## config.mk

```make
export PLATFORM = sky130hd
export DESIGN_NAME = stress_level_ctrl
export DESIGN_NICKNAME = d
export VERILOG_FILES = /design/src/rtl/stress_level_ctrl.sv
export SDC_FILE = /design/constraint.sdc
export NUM_CORES = 1
export LEC_CHECK = 0
export CORE_ASPECT_RATIO = 1.75
export CORE_UTILIZATION = 35
export DETAILED_ROUTE_END_ITERATION = 7
export PLACE_DENSITY = 0.59
export SYNTH_ARGS = -nofsm -noshare
export SYNTH_HDL_FRONTEND = slang
export SYNTH_SLANG_ARGS = --single-unit
```

## constraint.sdc

```tcl
create_clock -name clk -period 1.5 [get_ports clk]
set_input_delay 0.45 -clock clk [delete_from_list [all_inputs] [get_ports clk]]
set_output_delay 0.45 -clock clk [all_outputs]
set_load 0.02 [all_outputs]
```

## src/rtl/stress_level_ctrl.sv

```systemverilog
// -----------------------------------------------------------------------------
// stress_level_ctrl
//
// Integrates stress_inc / stress_dec request pulses from the stress regulator
// into a saturating stress level, then classifies that level into a mood band
// with hysteresis for the downstream mood and output blocks.
//
// Requests may arrive in any cycle. They are remembered in two pending bits
// and applied together on a fixed update tick, every TICK_DIV cycles, so the
// level moves at a controlled pace no matter how bursty the requests are.
//
// Optional build macro:
//   STRESS_DECAY_EN - when defined, a tick with no effective request lowers
//                     the level by 1 (saturating at 0). When undefined, an
//                     idle tick leaves the level unchanged.
//
// Ports:
//   clk            in   system clock, all state updates on its rising edge
//   rst            in   synchronous active-high reset
//   stress_inc     in   increment request pulse
//   stress_dec     in   decrement request pulse
//   hold           in   freeze updates; tick counter and pending bits pause
//                       (new requests are still latched)
//   stress_level   out  [WIDTH-1:0] current stress level
//   mood_state     out  [1:0] 0=CALM 1=TENSE 2=STRESSED 3=PANIC
//   update_strobe  out  1-cycle pulse in the cycle stress_level has changed
//
// Handshake: stress_inc / stress_dec are single-cycle pulses with no ready;
// a request is never lost, it is either applied on the current tick or held
// pending until the next one. Simultaneous inc and dec in one tick window
// cancel each other.
// -----------------------------------------------------------------------------
module stress_level_ctrl #(
   parameter int WIDTH       = 8,
   parameter int TICK_DIV    = 16,
   parameter int STEP        = 4,
   parameter int TH_TENSE    = 64,
   parameter int TH_STRESSED = 128,
   parameter int TH_PANIC    = 224,
   parameter int HYST        = 16
) (
   input  logic             clk,
   input  logic             rst,
   input  logic             stress_inc,
   input  logic             stress_dec,
   input  logic             hold,
   output logic [WIDTH-1:0] stress_level,
   output logic [1:0]       mood_state,
   output logic             update_strobe
);

   // ---------------------------------------------------------------------------
   // Elaboration-time constants. Level arithmetic is done one bit wider than
   // the level so an increment past full scale can be detected and clamped.
   // ---------------------------------------------------------------------------
   localparam int                CNT_W    = $clog2(TICK_DIV);
   localparam logic [CNT_W-1:0]  CNT_LAST = CNT_W'(TICK_DIV - 1);

   localparam logic [WIDTH:0]    LVL_MAX  = {1'b0, {WIDTH{1'b1}}};
   localparam logic [WIDTH:0]    STEP_X   = (WIDTH+1)'(STEP);
   localparam logic [WIDTH:0]    ONE_X    = (WIDTH+1)'(1);

   // Upward thresholds: at or above enters the next band.
   localparam logic [WIDTH:0]    UP_TENSE    = (WIDTH+1)'(TH_TENSE);
   localparam logic [WIDTH:0]    UP_STRESSED = (WIDTH+1)'(TH_STRESSED);
   localparam logic [WIDTH:0]    UP_PANIC    = (WIDTH+1)'(TH_PANIC);

   // Downward thresholds: strictly below drops one band.
   localparam logic [WIDTH:0]    DN_TENSE    = (WIDTH+1)'(TH_TENSE - HYST);
   localparam logic [WIDTH:0]    DN_STRESSED = (WIDTH+1)'(TH_STRESSED - HYST);
   localparam logic [WIDTH:0]    DN_PANIC    = (WIDTH+1)'(TH_PANIC - HYST);

   typedef enum logic [1:0] {
      CALM     = 2'd0,
      TENSE    = 2'd1,
      STRESSED = 2'd2,
      PANIC    = 2'd3
   } mood_t;

   // ---------------------------------------------------------------------------
   // State
   // ---------------------------------------------------------------------------
   logic [CNT_W-1:0] cnt_q;
   logic             pend_inc_q;
   logic             pend_dec_q;
   mood_t            mood_q;

   // ---------------------------------------------------------------------------
   // Tick and effective requests. A request arriving in the tick cycle itself
   // is OR-ed in directly so it is applied on this tick rather than the next.
   // ---------------------------------------------------------------------------
   logic tick;
   logic eff_inc;
   logic eff_dec;

   assign tick    = !hold && (cnt_q == CNT_LAST);
   assign eff_inc = pend_inc_q | stress_inc;
   assign eff_dec = pend_dec_q | stress_dec;

   // ---------------------------------------------------------------------------
   // Next level computation (only committed on a tick).
   // ---------------------------------------------------------------------------
   logic [WIDTH:0] lvl_cur;
   logic [WIDTH:0] lvl_sum;
   logic [WIDTH:0] lvl_next;
   logic           lvl_changed;

   always_comb begin
      lvl_cur  = {1'b0, stress_level};
      lvl_sum  = lvl_cur + STEP_X;
      lvl_next = lvl_cur;
      if (eff_inc && !eff_dec) begin
         lvl_next = (lvl_sum > LVL_MAX) ? LVL_MAX : lvl_sum;
      end else if (eff_dec && !eff_inc) begin
         lvl_next = (lvl_cur < STEP_X) ? '0 : (lvl_cur - STEP_X);
      end
`ifdef STRESS_DECAY_EN
      else if (!eff_inc && !eff_dec && (lvl_cur != '0)) begin
         // Idle tick: relax slowly toward zero.
         lvl_next = lvl_cur - ONE_X;
      end
`endif
   end

   // The strobe must not fire on a saturated tick, so it is keyed on an
   // actual value change rather than on the request itself.
   assign lvl_changed = (lvl_next != lvl_cur);

   // ---------------------------------------------------------------------------
   // Tick counter, pending capture, level register and update strobe.
   // ---------------------------------------------------------------------------
   always_ff @(posedge clk) begin
      if (rst) begin
         cnt_q         <= '0;
         pend_inc_q    <= 1'b0;
         pend_dec_q    <= 1'b0;
         stress_level  <= '0;
         update_strobe <= 1'b0;
      end else if (tick) begin
         cnt_q         <= '0;
         pend_inc_q    <= 1'b0;
         pend_dec_q    <= 1'b0;
         stress_level  <= lvl_next[WIDTH-1:0];
         update_strobe <= lvl_changed;
      end else begin
         if (!hold) begin
            cnt_q <= cnt_q + 1'b1;
         end
         // Requests are latched even while held; they wait for the next tick.
         pend_inc_q    <= pend_inc_q | stress_inc;
         pend_dec_q    <= pend_dec_q | stress_dec;
         update_strobe <= 1'b0;
      end
   end

   // ---------------------------------------------------------------------------
   // Mood FSM. Works from the registered level, so the band follows a level
   // change one cycle later. At most one band per cycle; the upward test wins.
   // ---------------------------------------------------------------------------
   always_ff @(posedge clk) begin
      if (rst) begin
         mood_q <= CALM;
      end else begin
         case (mood_q)
            CALM: begin
               if (lvl_cur >= UP_TENSE) begin
                  mood_q <= TENSE;
               end
            end
            TENSE: begin
               if (lvl_cur >= UP_STRESSED) begin
                  mood_q <= STRESSED;
               end else if (lvl_cur < DN_TENSE) begin
                  mood_q <= CALM;
               end
            end
            STRESSED: begin
               if (lvl_cur >= UP_PANIC) begin
                  mood_q <= PANIC;
               end else if (lvl_cur < DN_STRESSED) begin
                  mood_q <= TENSE;
               end
            end
            PANIC: begin
               if (lvl_cur < DN_PANIC) begin
                  mood_q <= STRESSED;
               end
            end
            default: mood_q <= CALM;
         endcase
      end
   end

   assign mood_state = mood_q;

endmodule

```

; ---- After elaboration in Yosys (flattened, before gate mapping)
; Cells that the tools add are included.
[totals]
ff_bits = 17
elab_cells = 50
[op_classes]
addsub = 3
order_cmp = 8
n_eq_ne = 9
n_mux = 11
n_bitwise = 3
reduce_logical = 10
[ops]
columns = operator, count
row1 = 9-bit two-way mux, 4
row2 = 8-bit >= comparator (second input constant), 2
row3 = 2-bit two-way mux, 6
row4 = 8-bit by 3-bit adder with 9-bit output (second input constant), 1
row5 = 9-bit by 8-bit greater-than comparator with 1-bit output (second input constant), 1
row6 = 9-bit by 8-bit != test with 1-bit output, 1
row7 = 8-bit by 3-bit subtractor with 9-bit output (second input constant), 1
row8 = 8-bit by 7-bit >= comparator with 1-bit output (second input constant), 1
row9 = 8-bit by 3-bit less-than comparator with 1-bit output (second input constant), 1
row10 = 8-bit by 6-bit less-than comparator with 1-bit output (second input constant), 1
row11 = 8-bit by 7-bit less-than comparator with 1-bit output (second input constant), 1
row12 = 8-bit less-than comparator (second input constant), 1
row13 = 2-bit one-hot mux with 4 select lines, 1
row14 = 3-bit != test (second input constant), 2
row15 = 4-bit by 1-bit adder with 4-bit output (second input constant), 1
row16 = 2-bit == test (second input constant), 2
row17 = 4-bit == test (second input constant), 1
row18 = 2-bit != test (second input constant), 2
row19 = 4-bit AND reduction, 1
row20 = 2-bit OR reduction, 2
row21 = 1-bit logical AND, 3
row22 = 1-bit logical NOT, 3
row23 = 2-bit by 1-bit == test with 1-bit output (second input constant), 1
row24 = 2-bit logical NOT, 1
row25 = 2 further kinds, 3

; ---- Depth between registers and ports, before layout
[logic_depth]
ltp_word = 6
depth_mapped = 7
mapped_depth_nobuf = 7

; ---- Worst setup path after synthesis
; No wires, ideal clock.
[synth_timing]
kind = flip-flop to flip-flop
startpoint = register stress_level[2]
endpoint = register stress_level[2]
arrival_ns = 1.698
required_ns = 1.368
setup_slack_ns = -0.330
path_stages_with_launch = 8
path_buffers = 0
cell_sequence = dfxtp_1 inv_1 ha_1 inv_1 nor4_1 maj3_1 a31oi_1 nor3_1
[synth_via]
elab_chain_cells = 4
[synth_lines]
columns = element, line
row1 = "start, declared", 47  ; output logic [WIDTH-1:0] stress_level,
row2 = "start signal, assigned", 143  ; stress_level <= lvl_next[WIDTH-1:0];
row3 = "8-bit by 3-bit adder with 9-bit output, or another cell as far along", 110  ; lvl_sum = lvl_cur + STEP_X;
row4 = 9-bit by 8-bit greater-than comparator with 1-bit output / 9-bit two-way mux (equally long branches), "113, 115"
row5 = "9-bit two-way mux, on equally long branches", "113, 114"
row6 = 9-bit two-way mux *, 112  ; if (eff_inc && !eff_dec) begin
; Every way passes the cells marked *; elsewhere a longest branch is shown, timed or not.
; A chain may end at the register's enable or synchronous reset.

; ---- Worst setup path in the final report
[layout_timing]
startpoint = register stress_level[3]
endpoint = register stress_level[7]
; The elaborated chain is that of the path after synthesis.

==> impl_summary.md <==
Worst setup path
The logic depth of the worst setup path including buffers is 7. The buffering stage count on the worst path with inverters included is 1. The data required time of the critical path is 1.64 ns. The element type at the critical path start is a register. The kind of cell adding the most delay to the critical path is compound AO/OA/AOI/OAI gates. The delay of the slowest cell on the worst path is 0.37 ns. The slowest stage of the critical path is the sky130_fd_sc_hd__dfxtp_4 cell. The kind of end point of the critical path is a register. The number of cells on the worst reg-to-reg path is 7. For flop-to-flop paths, the worst setup slack is -0.16 ns. The critical path is of the reg -> reg type. At the worst endpoint, the arrival time is 1.80 ns. In this run the worst path has a maximum fanout of 5. Walking the worst path, the cells encountered are ha_4, and3_4, a211oi_4, buf_4, nand3_2, o31ai_2, a211oi_2.

Final layout
Counting the fill cells in the layout gives 298. The number of nets in the layout is 204. The final instance area is 1810 um2. The area growth from synthesis to layout is 59.2%. For this run, the number of standard cells in the final layout without fillers is 237.

The leading cell type in the layout, fill and taps excluded is sky130_fd_sc_hd__buf_4. In the final layout, the share of cells above drive strength 1 is 44.3%. The utilization after layout is 58.3%. The repair_antennas step left the layout with diodes totalling 0. The library cells used most frequently in the layout, excluding fill and tap cells, are sky130_fd_sc_hd__buf_4 (39), sky130_fd_sc_hd__nor2_1 (14), sky130_fd_sc_hd__dlygate4sd2_1 (12), sky130_fd_sc_hd__dfxtp_1 (11), sky130_fd_sc_hd__nand2_1 (10).

Clock network
The tree is rooted in a sky130_fd_sc_hd__clkbuf_8. The insertion delay to the later sink of the worst-skew pair is 0.26 ns. The number of H-tree levels is 1.

The cts-stage hold buffer count is 0. Clock tree synthesis found a total of 17 sinks. The buffer depth of the longest clock path is 2.

In this run, CTS created clock tree buffers numbering 3. The clock transition at the registers of the reported paths is 0.07 ns. The TritonCTS clock tree is done.

Die
The horizontal die dimension is 45.1 um. Once the floorplan was initialized, standard cells occupied 36.6% of the core. The floorplan step defined a die boundary enclosing 3490 um2.

The row count is 27. For this design the top-level I/O count stands at 16. The total area inside the core boundary comes to 3110 um2. From bottom edge to top edge, the die measures 77.4 um.

Place
The placed instances occupy a cell area of 1630 um2. The HPWL reported at the end of detailed placement is 2820 um. Counting tap cells, the placed design contains a total of 229 instances.

The post-placement worst setup slack is -0.559 ns. The global placer's final weighted congestion is 0.960. Buffers placed on the I/O ports in this run total 15.

Yosys
The number of enable flip-flop cells after synthesis is 0. The share of synthesized registers carrying an async set or reset is 0%. After Yosys synthesis, and, or, nand and nor cells account for 28.3% of the synthesized area. After synthesis, the largest family of logic cells by area is simple AND/OR/NAND/NOR gates.

The top flip-flop cell by instance count after synthesis is sky130_fd_sc_hd__dfxtp_1. The share of the synthesized area in compound gates (AO/OA/AOI/OAI) is 27.1%. The post-synthesis register bit count is 17.

Yosys printed 0 warnings. In the synthesized netlist, mux cells make up 1.76% of the area. Each instance of the synthesized netlist takes up on average 8.18 um2. The xor-xnor portion of the synthesized cell area is 3.08%. The number of nets in the synthesized netlist is 148.

The synthesized netlist devotes 5.28% of its cell area to adder and majority cells. The cell count after synthesis is 139. The count of distinct cell types in the synthesized netlist is 52. The area of the mapped netlist is 1140 um2. The share of the Yosys chip area taken by registers is 29.9%.

Run status
The checks that failed: negative setup slack. The run finished, with violations left.

Timing
The tightest hold path in the finished design has a slack of 0.518 ns. After layout, the worst setup slack is -0.163 ns. The share of the cycle needed by the critical path after routing is 111%. Setup repair after global routing could not meet its margin everywhere.

The number of hold violations in the final report is 0. For the pin with the worst max-slew slack, the measured transition is 0.342 ns. For this run, the top clock speed supported by timing is 601 MHz.

Setup violations remaining at the end of the flow were counted as 9. Headroom to the max-slew limit came out at 77.2%. The final max-slew violation count is 0. The final worst clock skew is 0.00240 ns.

For the finished layout, the period the worst path requires is 1.66 ns. The accumulated negative setup slack is -1.01 ns.

GRT
The number of global-route vias before repair is 1368. The first global-routing pass estimated 6510 um of wire. The number of antenna violations at the first check in global routing is 0. The maximum number of pins on one net before global-route repair is 11.

After global routing the overflow that remains totals 0. Global routing consumed, over all layers together, 25.3% of the routing resources.

Detailed routing
The count of routing violations after the opening detailed-route iteration is 50. The first TritonRoute pass finished after 4 iterations. Summing over every cut layer, the via total after detailed routing is 1296. The post-detailed-route DRC marker count is 0. The average wire per cell in the routed design is 16.0 um. In this run the remaining antenna-violating nets after routing total 0.

The routed wire length is 3800 um. The detail-routed via count per cell is 5.47.

Pwr
For this design the static power due to leakage is 0.743 nW. The power density normalized to cell area is 539 nW/um2. Across the VDD grid, the largest voltage drop is 0.000443 V. Total power for the finished layout comes to 0.975 mW.

Run
The number of maximum-capacitance violations is 0.

Hold path
The worst hold path cell count is 2. The tightest min-delay check is of the reg -> reg type.
==> Yosys cell counts, types with 2 or more instances <==
cell                        number  area share (%)
sky130_fd_sc_hd__mux2i_1         2             1.8
sky130_fd_sc_hd__xor2_1          2             1.5
sky130_fd_sc_hd__a21oi_1        10             4.4
sky130_fd_sc_hd__o211ai_1        3             2.0
sky130_fd_sc_hd__xnor2_1         2             1.5
sky130_fd_sc_hd__clkbuf_1        2            0.66
sky130_fd_sc_hd__nor3_1          5             2.2
sky130_fd_sc_hd__buf_2           3             1.3
sky130_fd_sc_hd__nor2_4          2             2.0
sky130_fd_sc_hd__nand4_1         2             1.1
sky130_fd_sc_hd__inv_1           5             1.7
sky130_fd_sc_hd__dfxtp_1        17              30
sky130_fd_sc_hd__nand3_1         6             2.6
sky130_fd_sc_hd__nor2b_1         2             1.1
sky130_fd_sc_hd__o22ai_1         2             1.1
sky130_fd_sc_hd__a211oi_1        2             1.3
sky130_fd_sc_hd__o21ai_0         5             2.2
sky130_fd_sc_hd__nand2_1        10             3.3
sky130_fd_sc_hd__or2_1           2             1.1
sky130_fd_sc_hd__o2bb2ai_1       2             1.5
sky130_fd_sc_hd__ha_1            4             4.4
sky130_fd_sc_hd__and3_1          3             1.7
sky130_fd_sc_hd__nor2_1         15             5.0
sky130_fd_sc_hd__a22oi_1         3             2.0
==> layer usage <==
metal	GRT usage (%)	vias up	wire length, um
li1	-	631	-
met1	25.3	615	1370
met2	47.0	34	2170
met3	4.42	16	113
met4	11.5	0	149
met5	0	-	0
==> registers in the layout, indices dropped and copies added, names as in the netlist <==
| signal | count |
|---|---|
| update_strobe | 1 |
| stress_level | 8 |
| pend_dec_q | 1 |
| cnt_q | 4 |
| pend_inc_q | 1 |
| mood_state | 2 |
==> final timing paths <==
kind                                      start               to
worst max-delay path            stress_level[3]  stress_level[7]
worst min-delay path                   cnt_q[2]         cnt_q[2]
worst max register to register  stress_level[3]  stress_level[7]
worst min register to register         cnt_q[2]         cnt_q[2]
==> cells by family (layout without fill, tap and decap cells) <==
group           Yosys count  count (layout)
flops                    17              17
compound gates           42              42
fa+ha+maj                 5               5
simple gates             58              58
xor+xnor                  4               4
buf+inv                  11              66
mux                       2               2
==> tightest hold or removal path, stage by stage, from the launching register on <==
cell	delay (ns)
sky130_fd_sc_hd__dfxtp_1	0.34
sky130_fd_sc_hd__xnor2_1	0.07
sky130_fd_sc_hd__nor2_1	0.07
==> cell type report <==
cell class | count | area [um2] | share of cell area (%)
clock inverters | 1 | 5.00 | 0.276
multi-input cells | 111 | 881 | 48.7
inverters | 5 | 18.8 | 1.04
repair buffers | 57 | 458 | 25.3
well taps | 43 | 53.8 | 2.97
clock buffers | 3 | 41.3 | 2.28
flip-flops and latches | 17 | 353 | 19.5
==> report_power, final <==
part / total, mW / switching (mW) / internal [mW] / leakage [nW]
clock: 0.356 / 0.171 / 0.185 / 0.0255
sequential: 0.464 / 0.00708 / 0.457 / 0.142
combinational: 0.155 / 0.0783 / 0.0766 / 0.576
==> timing repair <==
action	CTS	global route
resized for setup	40	9
pin swaps	13	2
buffers inserted	4	0
setup endpoints to repair	25	10
Note: power is estimated with default switching activity, not from simulation.
